### src/rtl/clock_set_controller_if.sv
// -----------------------------------------------------------------------------
// clock_set_controller_if
// Bundles the user inputs and the step strobes of the clock set controller.
//   Inputs to controller : i_tick (1 Hz pulse), i_btn_mode/i_btn_up/i_btn_down
//                          (debounced levels), i_sec_carryup/i_min_carryup
//                          (same-cycle carry flags from the time counters)
//   Outputs of controller: o_{sec,min,hour}_{up,down} step strobes,
//                          o_mode (0 RUN, 1 SET_HOUR, 2 SET_MIN, 3 SET_SEC),
//                          o_blink (blink enable for the field being set)
// slave  : view used by the controller
// master : view used by whatever drives the buttons and consumes the strobes
// -----------------------------------------------------------------------------
interface clock_set_controller_if;
  logic       i_tick;
  logic       i_btn_mode;
  logic       i_btn_up;
  logic       i_btn_down;
  logic       i_sec_carryup;
  logic       i_min_carryup;
  logic       o_sec_up;
  logic       o_sec_down;
  logic       o_min_up;
  logic       o_min_down;
  logic       o_hour_up;
  logic       o_hour_down;
  logic [1:0] o_mode;
  logic       o_blink;

  modport slave (
    input  i_tick, i_btn_mode, i_btn_up, i_btn_down, i_sec_carryup, i_min_carryup,
    output o_sec_up, o_sec_down, o_min_up, o_min_down, o_hour_up, o_hour_down,
    output o_mode, o_blink
  );

  modport master (
    output i_tick, i_btn_mode, i_btn_up, i_btn_down, i_sec_carryup, i_min_carryup,
    input  o_sec_up, o_sec_down, o_min_up, o_min_down, o_hour_up, o_hour_down,
    input  o_mode, o_blink
  );
endinterface

### src/rtl/clock_set_controller.sv
// -----------------------------------------------------------------------------
// clock_set_controller
// Mode FSM and step-strobe generator for a digital clock.
//   RUN      : seconds step on i_tick, carries chain combinationally into
//              minutes and hours.
//   SET_*    : time frozen; up/down button edges step only the selected field.
// Ports:
//   i_clk  - clock, rising edge
//   i_rstn - asynchronous active-low reset
//   bus    - clock_set_controller_if.slave (buttons, tick, carries, strobes,
//            o_mode, o_blink)
// Parameters: CNT_W (repeat counter width), HOLD_DLY (hold cycles before first
//   repeat), REPEAT_PER (cycles between repeats; expected <= HOLD_DLY).
// Optional feature: define AUTO_REPEAT_EN to build the hold-to-repeat counter.
// -----------------------------------------------------------------------------
module clock_set_controller #(
  parameter int CNT_W      = 26,
  parameter int HOLD_DLY   = 25000000,
  parameter int REPEAT_PER = 5000000
) (
  input logic                   i_clk,
  input logic                   i_rstn,
  clock_set_controller_if.slave bus
);

  typedef enum logic [1:0] {
    RUN      = 2'd0,
    SET_HOUR = 2'd1,
    SET_MIN  = 2'd2,
    SET_SEC  = 2'd3
  } state_t;

  state_t     state_q, state_d;
  logic       blink_q, blink_d;
  logic [2:0] btn_q, btn_d;   // previous samples {mode, up, down}
  logic [2:0] arm_q, arm_d;   // set once a button has been seen low after reset
  logic [2:0] btn_s;
  logic [2:0] rise_s;
  logic       mode_rise_s, up_rise_s, dn_rise_s;
  logic       rpt_s;
  logic       up_evt_s, dn_evt_s;
  logic [5:0] strb_s;         // {hour_up, hour_down, min_up, min_down, sec_up, sec_down}

  assign btn_s       = {bus.i_btn_mode, bus.i_btn_up, bus.i_btn_down};
  // A button held through reset stays disarmed until sampled low, so it cannot
  // fake an edge against the cleared history.
  assign rise_s      = btn_s & ~btn_q & arm_q;
  assign mode_rise_s = rise_s[2];
  assign up_rise_s   = rise_s[1];
  assign dn_rise_s   = rise_s[0];

  // Mode changes win over up/down; a press with the other button high is void.
  assign up_evt_s = ~mode_rise_s & ~bus.i_btn_down & (up_rise_s | (rpt_s & bus.i_btn_up));
  assign dn_evt_s = ~mode_rise_s & ~bus.i_btn_up   & (dn_rise_s | (rpt_s & bus.i_btn_down));

  // Button history and arming
  always_comb begin
    btn_d = btn_s;
    arm_d = arm_q | ~btn_s;
  end

  // Next mode and blink state
  always_comb begin
    state_d = state_q;
    blink_d = blink_q;
    if (mode_rise_s) begin
      case (state_q)
        RUN:      state_d = SET_HOUR;
        SET_HOUR: state_d = SET_MIN;
        SET_MIN:  state_d = SET_SEC;
        default:  state_d = RUN;
      endcase
      blink_d = (state_d != RUN);
    end else if (state_q == RUN) begin
      blink_d = 1'b0;
    end else if (bus.i_tick) begin
      blink_d = ~blink_q;
    end else begin
      blink_d = blink_q;
    end
  end

`ifdef AUTO_REPEAT_EN
  logic [CNT_W-1:0] cnt_q, cnt_d;

  // Hold counter: counts while exactly one of up/down is held in a SET state.
  // On reaching HOLD_DLY it fires and reloads so the next hit is REPEAT_PER later.
  always_comb begin
    cnt_d = cnt_q;
    rpt_s = 1'b0;
    if (mode_rise_s || (state_q == RUN) || !(bus.i_btn_up ^ bus.i_btn_down)) begin
      cnt_d = '0;
    end else if (cnt_q == CNT_W'(HOLD_DLY)) begin
      rpt_s = 1'b1;
      cnt_d = CNT_W'(HOLD_DLY - REPEAT_PER + 1);
    end else if (cnt_q != {CNT_W{1'b1}}) begin
      cnt_d = cnt_q + CNT_W'(1);
    end else begin
      cnt_d = cnt_q;
    end
  end

  // Hold counter register
  always_ff @(posedge i_clk or negedge i_rstn) begin
    if (!i_rstn) begin
      cnt_q <= '0;
    end else begin
      cnt_q <= cnt_d;
    end
  end
`else
  logic unused_cfg_s;
  assign unused_cfg_s = ^{CNT_W, HOLD_DLY, REPEAT_PER};
  assign rpt_s        = 1'b0;
`endif

  // Step strobes: zero-latency, forced low while reset is asserted
  always_comb begin
    strb_s = 6'b000000;
    if (i_rstn) begin
      case (state_q)
        RUN: begin
          strb_s[1] = bus.i_tick;
          strb_s[3] = bus.i_sec_carryup & strb_s[1];
          strb_s[5] = bus.i_min_carryup & strb_s[3];
        end
        SET_HOUR: begin
          strb_s[5] = up_evt_s;
          strb_s[4] = dn_evt_s;
        end
        SET_MIN: begin
          strb_s[3] = up_evt_s;
          strb_s[2] = dn_evt_s;
        end
        SET_SEC: begin
          strb_s[1] = up_evt_s;
          strb_s[0] = dn_evt_s;
        end
        default: strb_s = 6'b000000;
      endcase
    end else begin
      strb_s = 6'b000000;
    end
  end

  // State, blink and button history registers
  always_ff @(posedge i_clk or negedge i_rstn) begin
    if (!i_rstn) begin
      state_q <= RUN;
      blink_q <= 1'b0;
      btn_q   <= 3'b000;
      arm_q   <= 3'b000;
    end else begin
      state_q <= state_d;
      blink_q <= blink_d;
      btn_q   <= btn_d;
      arm_q   <= arm_d;
    end
  end

  assign bus.o_hour_up   = strb_s[5];
  assign bus.o_hour_down = strb_s[4];
  assign bus.o_min_up    = strb_s[3];
  assign bus.o_min_down  = strb_s[2];
  assign bus.o_sec_up    = strb_s[1];
  assign bus.o_sec_down  = strb_s[0];
  assign bus.o_mode      = state_q;
  assign bus.o_blink     = blink_q;

endmodule

### src/flat_wrapper.sv
// flat-port wrapper written by rule: the top's interface ports become plain ports
module clock_set_controller_flat 
#(
  parameter int CNT_W      = 26,
  parameter int HOLD_DLY   = 25000000,
  parameter int REPEAT_PER = 5000000
)
  (i_clk, i_rstn, bus_i_tick, bus_i_btn_mode, bus_i_btn_up, bus_i_btn_down, bus_i_sec_carryup, bus_i_min_carryup, bus_o_sec_up, bus_o_sec_down, bus_o_min_up, bus_o_min_down, bus_o_hour_up, bus_o_hour_down, bus_o_mode, bus_o_blink);
  clock_set_controller_if bus_i ();
  input logic i_clk;
  input logic i_rstn;
  input wire logic [$bits(bus_i.i_tick)-1:0] bus_i_tick;
  input wire logic [$bits(bus_i.i_btn_mode)-1:0] bus_i_btn_mode;
  input wire logic [$bits(bus_i.i_btn_up)-1:0] bus_i_btn_up;
  input wire logic [$bits(bus_i.i_btn_down)-1:0] bus_i_btn_down;
  input wire logic [$bits(bus_i.i_sec_carryup)-1:0] bus_i_sec_carryup;
  input wire logic [$bits(bus_i.i_min_carryup)-1:0] bus_i_min_carryup;
  output wire logic [$bits(bus_i.o_sec_up)-1:0] bus_o_sec_up;
  output wire logic [$bits(bus_i.o_sec_down)-1:0] bus_o_sec_down;
  output wire logic [$bits(bus_i.o_min_up)-1:0] bus_o_min_up;
  output wire logic [$bits(bus_i.o_min_down)-1:0] bus_o_min_down;
  output wire logic [$bits(bus_i.o_hour_up)-1:0] bus_o_hour_up;
  output wire logic [$bits(bus_i.o_hour_down)-1:0] bus_o_hour_down;
  output wire logic [$bits(bus_i.o_mode)-1:0] bus_o_mode;
  output wire logic [$bits(bus_i.o_blink)-1:0] bus_o_blink;
  assign bus_i.i_tick = bus_i_tick;
  assign bus_i.i_btn_mode = bus_i_btn_mode;
  assign bus_i.i_btn_up = bus_i_btn_up;
  assign bus_i.i_btn_down = bus_i_btn_down;
  assign bus_i.i_sec_carryup = bus_i_sec_carryup;
  assign bus_i.i_min_carryup = bus_i_min_carryup;
  assign bus_o_sec_up = bus_i.o_sec_up;
  assign bus_o_sec_down = bus_i.o_sec_down;
  assign bus_o_min_up = bus_i.o_min_up;
  assign bus_o_min_down = bus_i.o_min_down;
  assign bus_o_hour_up = bus_i.o_hour_up;
  assign bus_o_hour_down = bus_i.o_hour_down;
  assign bus_o_mode = bus_i.o_mode;
  assign bus_o_blink = bus_i.o_blink;
  clock_set_controller #(.CNT_W(CNT_W), .HOLD_DLY(HOLD_DLY), .REPEAT_PER(REPEAT_PER)) u_core (.i_clk(i_clk), .i_rstn(i_rstn), .bus(bus_i));
endmodule
### config.mk
export PLATFORM = sky130hd
export DESIGN_NAME = clock_set_controller_flat
export DESIGN_NICKNAME = d
export VERILOG_FILES = /design/src/rtl/clock_set_controller_if.sv /design/src/rtl/clock_set_controller.sv /design/src/flat_wrapper.sv
export SDC_FILE = /design/constraint.sdc
export NUM_CORES = 1
export LEC_CHECK = 0
export BUFFER_PORTS_ARGS = -buffer_cell sky130_fd_sc_hd__buf_4
export CAP_MARGIN = 20
export CORE_AREA = 2 2 39 41
export CTS_CLUSTER_DIAMETER = 100
export DETAILED_ROUTE_END_ITERATION = 10
export DIE_AREA = 0 0 41 43
export PLACE_DENSITY = 0.72
export SLEW_MARGIN = 20
export SYNTH_ARGS = -nofsm -noshare
export SYNTH_HDL_FRONTEND = slang
export SYNTH_SLANG_ARGS = --single-unit
### constraint.sdc
create_clock -name i_clk -period 3.8 [get_ports i_clk]
set_input_delay 0.76 -clock i_clk [delete_from_list [all_inputs] [get_ports i_clk]]
set_output_delay 0.76 -clock i_clk [all_outputs]
set_load 0.02 [all_outputs]
==> results by group, run 1 <==
Layout
  • Fillers: 127
  • Layout cells sized above 1: 36.5%
  • Register area: 225 um^2
  • Post-layout util: 47.2%
  • Multi-input logic area: 254 um^2
  • Antenna cell count: 0
  • Area Overhead vs Synth: 34.2%
  • Fin nets: 76

Global route
  • Initial antenna violation count: 0
  • Largest net degree at the start of global routing: 15
  • Vias in the first global route: 323
  • First-pass GRT wire length: 1.31 mm
  • Grt total ovfl: 0
  • Tot GR Track Use: 11.9%

Synthesis
  • Synth area leader: dfrtp_1
  • Synthesized flop and latch total: 9
  • Synth unique cells: 18
  • Synth top area share: 46.3%
  • Seq/Total Area, Yosys: 46.3%
  • Mapped cell area: 487 um^2
  • Post-synth net total: 55
  • Post-synth EDFFs: 0
  • Yosys warns: 0
  • Post-synth top flop: dfrtp_1
  • Asr flop ratio synth: 100%
  • Most frequent cell after synthesis: dfrtp_1
  • Syn avg cell area: 11.3 um^2
  • Cell count after synthesis: 43
  • Top cells by count, synth: dfrtp_1 (9), nand2_1 (6), ha_1 (4), or2b_1 (4)
  • Synth area leaders: dfrtp_1 (46%), ha_1 (10%), or2b_1 (6.2%), nand2_1 (4.6%), nand3b_4 (4.1%)

STA
  • Slew @ Worst Pin: 0.224 ns
  • Setup violations, final: 0
  • Relative slew slack: 85.0%
  • Fin. max-slew vios: 0
  • RSZ-0062 raised after global routing: false
  • Min Tclk post-route: 2.33 ns
  • Highest clock rate: 430 MHz
  • Final Hold Fails: 0
  • Final Cycle Share: 61.3%
  • Setup TNS: 0 ns
  • Setup Skew: 0.000450 ns

Pwr
  • Power per cell area: 569 mW/mm^2
  • Worst VDD drop: 0.231 mV
  • Leakage power: 0.000308 uW

Route
  • Initial DRC Count: 2
  • Detail Route Antenna Nets: 0
  • Routed WL: 908 um
  • Initial DRT Pass Iterations: 2
  • WL/cell: 11.5 um
  • Via count: 366
  • DRC errors left: 0
  • Vias per inst: 4.63

Worst setup path
  • Nature of the critical path startpoint: primary input
  • Flop-to-flop setup slack: 2.60 ns
  • Worst path required time: 3.04 ns
  • Endpoint type of the worst setup path: output pin
  • Reg2Reg Depth: 3
  • FF-to-FF Start: u_core.bus.o_mode[0]
  • Arrival time worst endpoint: 1.57 ns
  • Critical path peak fanout: 14
  • R2r endpoint: u_core.bus.o_mode[1]
  • Critical path class: in2out

Clocking
  • CTS tree: done
  • # Post-CTS Setup Buffers: 0
  • Later-pin clock latency in the skew report: 0.25 ns
  • Hold-fix buffers, CTS: 0
  • CTS root buf: clkbuf_4
  • CTS Buf Count: 3
  • H-tree depth: 1
  • Post-CTS sizing: 0
  • Deepest clock path buffer count: 2
  • CTS clk-pin slew, worst paths: 0.06 ns
  • # clock sinks: 9

Placement
  • Post-DP HPWL: 721 um
  • GPL Wtd Cong: 0.642
  • Port bufs: 16

Flow run
  • Max Cap Viol: 0

Die
  • Die X-Extent: 41 um
  • Row cnt: 14
  • Initial Util: 35.2%
  • Die Ht: 43 um
  • # IOs: 17
  • Placeable Area: 0.00138 mm^2
  • Die ar.: 0.00176 mm^2

Outcome
  • Status: finished, final reports clean

Worst hold path
  • Hold Path Class: in2async
worst max-delay path: stages:
cell	delay (ns)
buf_4	0.18
nand4b_1	0.13
nor3b_2	0.21
and2_1	0.16
buf_4	0.14
cell type report:
class | count | area share, %
clock buffers | 4 | 4.02
inverters | 2 | 1.15
multi-input cells | 32 | 38.9
flip-flops and latches | 9 | 34.5
well taps | 16 | 3.07
repair buffers | 16 | 18.4
layout by cell type, fill, tap and decap left out, drive strengths merged, types with 2 or more instances in the layout:
cell type,instances
buf,16
dfrtp,9
nand2,6
or2b,4
ha,4
clkbuf,4
and2,3
nand3,3
inv,2
o22ai,2
state kept, by name (all words and copies together), names as in the netlist:
register	count
u_core.btn_q	3
u_core.arm_q	3
u_core.bus.o_blink	1
u_core.bus.o_mode	2
cell families (layout without fill, tap and decap cells):
logic type	after synthesis	after routing	share of synthesized area, %
buffers and inverters	2	22	1.54
adders and majority gates	4	4	10.3
AOI/OAI and AO/OA	5	5	7.46
DFF	9	9	46.3
muxes	1	1	3.08
xor gates and xnor gates	1	1	1.80
and+or+nand+nor	21	21	29.6
how the worst max path moves through the flow:
stage / start / to / slack (ns) / depth (start not counted)
2_1_floorplan: bus_i_btn_down / bus_o_min_up / 1.57 / 3
3_3_place_gp: bus_i_btn_down / bus_o_sec_up / 1.48 / 5
3_5_place_dp: i_rstn / bus_o_hour_down / 1.44 / 5
4_1_cts: i_rstn / bus_o_hour_down / 1.44 / 5
5_1_grt: u_core.bus.o_mode[0] / bus_o_sec_up / 1.38 / 5
6_report: i_rstn / bus_o_hour_down / 1.47 / 5
report_power, final:
group	switching, uW	internal, uW
combinational	91.9	77.6
sequential	18.3	114
clock	29.6	40.2
metal layers:
metal	wire, um	global-route usage (%)	vias to the layer above
met5	0	0	-
met4	10	10.0	0
met3	67	4.71	2
met2	404	15.0	15
met1	426	15.2	161
li1	-	-	188
stage by stage:
step	power, uW	hold WS, ns	area, um^2	instances	setup WS [ns]
after floorplan	238	0.424	487	43	1.57
after global placement	301	0.442	627	75	1.48
after detailed placement	305	0.453	627	75	1.44
after CTS	378	0.329	653	79	1.44
after global routing	400	0.327	653	79	1.38
final	371	0.336	653	79	1.47
(Power assumes the default switching activity.)
==> run 2, diff against run 1 <==
--- a/config.mk
+++ b/config.mk
@@ -11,7 +11,7 @@
 export CTS_CLUSTER_DIAMETER = 100
 export DETAILED_ROUTE_END_ITERATION = 10
 export DIE_AREA = 0 0 41 43
-export PLACE_DENSITY = 0.72
+export PLACE_DENSITY = 0.74
 export SLEW_MARGIN = 20
 export SYNTH_ARGS = -nofsm -noshare
 export SYNTH_HDL_FRONTEND = slang
==> constraint.sdc (replaced) <==
create_clock -name i_clk -period 1.9 [get_ports i_clk]
set_input_delay 0.38 -clock i_clk [delete_from_list [all_inputs] [get_ports i_clk]]
set_output_delay 0.38 -clock i_clk [all_outputs]
set_load 0.02 [all_outputs]
==> results by group, run 2 (synthesized netlist as in run 1, its figures left out) <==
Route
  • Initial DRT Pass Iterations: 2 (unchanged)
  • WL/cell: 12.5 um (+8.5%)
  • Vias per inst: 4.77 (+3.0%)
  • Initial DRC Count: 2 (unchanged)
  • Via count: 396 (+8.2%)
  • DRC errors left: 0 (unchanged)
  • Detail Route Antenna Nets: 0 (unchanged)
  • Routed WL: 1.04 mm (+14%)

STA
  • Slew @ Worst Pin: 0.206 ns (-0.0173 ns)
  • Worst hold slack: 0.0321 ns (-0.304 ns)
  • Setup WS post-layout: 0.101 ns (-1.37 ns)
  • Fin. max-slew vios: 0 (unchanged)
  • Min Tclk post-route: 1.80 ns
  • Relative slew slack: 86.2% (+1.2 points)
  • Final Cycle Share: 94.7%
  • Highest clock rate: 556 MHz
  • Setup Skew: 0.00428 ns (+0.00383 ns)
  • RSZ-0062 raised after global routing: false
  • Setup violations, final: 0 (unchanged)
  • Final Hold Fails: 0 (unchanged)
  • Setup TNS: 0 ns (unchanged)

Layout
  • Most frequent cells in the layout: buf_4 (18), dfrtp_1 (9), nand2_1 (6)
  • Non-filler cells, final: 83 (+5.1%)
  • Commonest non-fill, non-tap cell in the layout: buf_4
  • Fin nets: 80 (+5.3%)
  • Area Overhead vs Synth: 44.5%
  • Layout cells sized above 1: 43.3% (+6.8 points)
  • Antenna cell count: 0 (unchanged)

Worst hold path
  • Hold Path Class: in2async

Worst setup path
  • Critical path class: reg2out
  • Worst path required time: 1.52 ns (-1.52 ns)
  • Critical path peak fanout: 2 (-12)
  • Nature of the critical path startpoint: register
  • Endpoint type of the worst setup path: output pin
  • Arrival time worst endpoint: 1.42 ns (-0.15 ns)

Placement
  • GPL Wtd Cong: 0.645 (+0.53%)
  • Placed cells: 76 (+1.3%)
  • Post-DP HPWL: 791 um (+9.7%)
  • Port bufs: 16 (unchanged)
  • Worst slack at placement: 0.268 ns (-1.17 ns)

Die
  • Die ar.: 0.00176 mm^2 (unchanged)
  • Initial Util: 35.2% (unchanged)
  • Die Ht: 43 um (unchanged)
  • # IOs: 17 (unchanged)
  • Row cnt: 14 (unchanged)
  • Die X-Extent: 41 um (unchanged)
  • Placeable Area: 0.00138 mm^2 (unchanged)

Clocking
  • Later-pin clock latency in the skew report: 0.26 ns (about the same)
  • CTS Buf Count: 3 (unchanged)
  • # clock sinks: 9 (unchanged)
  • CTS clk-pin slew, worst paths: 0.07 ns (about the same)
  • Deepest clock path buffer count: 2 (unchanged)
  • H-tree depth: 1 (unchanged)
  • CTS root buf: clkbuf_4
  • CTS tree: done

Global route
  • Tot GR Track Use: 15.1% (+3.2 points)
  • Vias in the first global route: 405 (+25%)
  • Initial antenna violation count: 0 (unchanged)
  • First-pass GRT wire length: 1.74 mm (+33%)
  • Largest net degree at the start of global routing: 10 (-5)
  • Grt total ovfl: 0 (unchanged)

Pwr
  • Tot Pwr: 823 uW (+120%)
  • Power per cell area: 1170 mW/mm^2 (+110%)
  • Leakage power: 0.000329 uW (+7.1%)
  • Worst VDD drop: 0.775 mV (+240%)

Flow run
  • Max Cap Viol: 0 (unchanged)

Outcome
  • Status: finished, final reports clean
[run 2: per-stage QoR]
| step | area (um^2) | util (%) |
|---|---|---|
| 2_1_floorplan | 487 | - |
| 3_3_place_gp | 634 | 45.8 |
| 3_5_place_dp | 634 | 45.8 |
| 4_1_cts | 687 | 49.6 |
| 5_1_grt | 703 | 50.8 |
| 6_report | 703 | 50.8 |
[run 2: worst max-delay path, stage by stage (launching register included)]
cell	delay, ns
dfrtp_1	0.38
inv_1	0.10
ha_4	0.21
or2b_1	0.22
a21oi_2	0.11
buf_6	0.13
[run 2: path summary, 6_finish.rpt]
| path | slack (ns) | cells past startpoint | start | to |
|---|---|---|---|---|
| setup / recovery | 0.10 | 5 | u_core.bus.o_mode[0] | bus_o_sec_up |
| hold / removal | 0.03 | 2 | i_rstn | u_core.bus.o_blink |
| setup reg to reg | 0.79 | 3 | u_core.bus.o_mode[1] | u_core.bus.o_mode[0] |
| hold reg to reg | 0.45 | 1 | u_core.arm_q[1] | u_core.arm_q[1] |
| max in group asynchronous | 1.21 | 2 | i_rstn | u_core.arm_q[2] |
| min in group i_clk | 0.25 | 1 | bus_i_btn_down | u_core.btn_q[0] |
[run 2: where the power goes]
group          internal, uW  leakage (uW)  total (uW)  switching, uW
combinational           210      0.000214         425            216
clock                  77.7     0.0000177         148           70.2
sequential              228     0.0000976         250           22.5
[run 2: cell type report]
cell class,count,area (um^2)
clock buffers,3,22.5
clock inverters,1,5.00
fillers,133,681
inverters,2,7.51
multi-input cells,32,267
flip-flops and latches,9,225
well taps,16,20.0
repair buffers,20,156
[run 2: per-layer routing]
metal	up-vias	routed length, um	track usage [%]
met4	0	4	4.00
met1	179	454	18.4
met2	18	475	22.8
met3	2	99	7.85
met5	-	0	0
li1	197	-	-
[run 2: what timing repair did]
item | CTS | global route
setup buffers | 2 | 0
pin swaps | 0 | 1
hold endpoints to repair | 4 | 0
hold buffers | 1 | 0
endpoints found under the setup margin | 1 | 1
gates resized for setup | 0 | 3
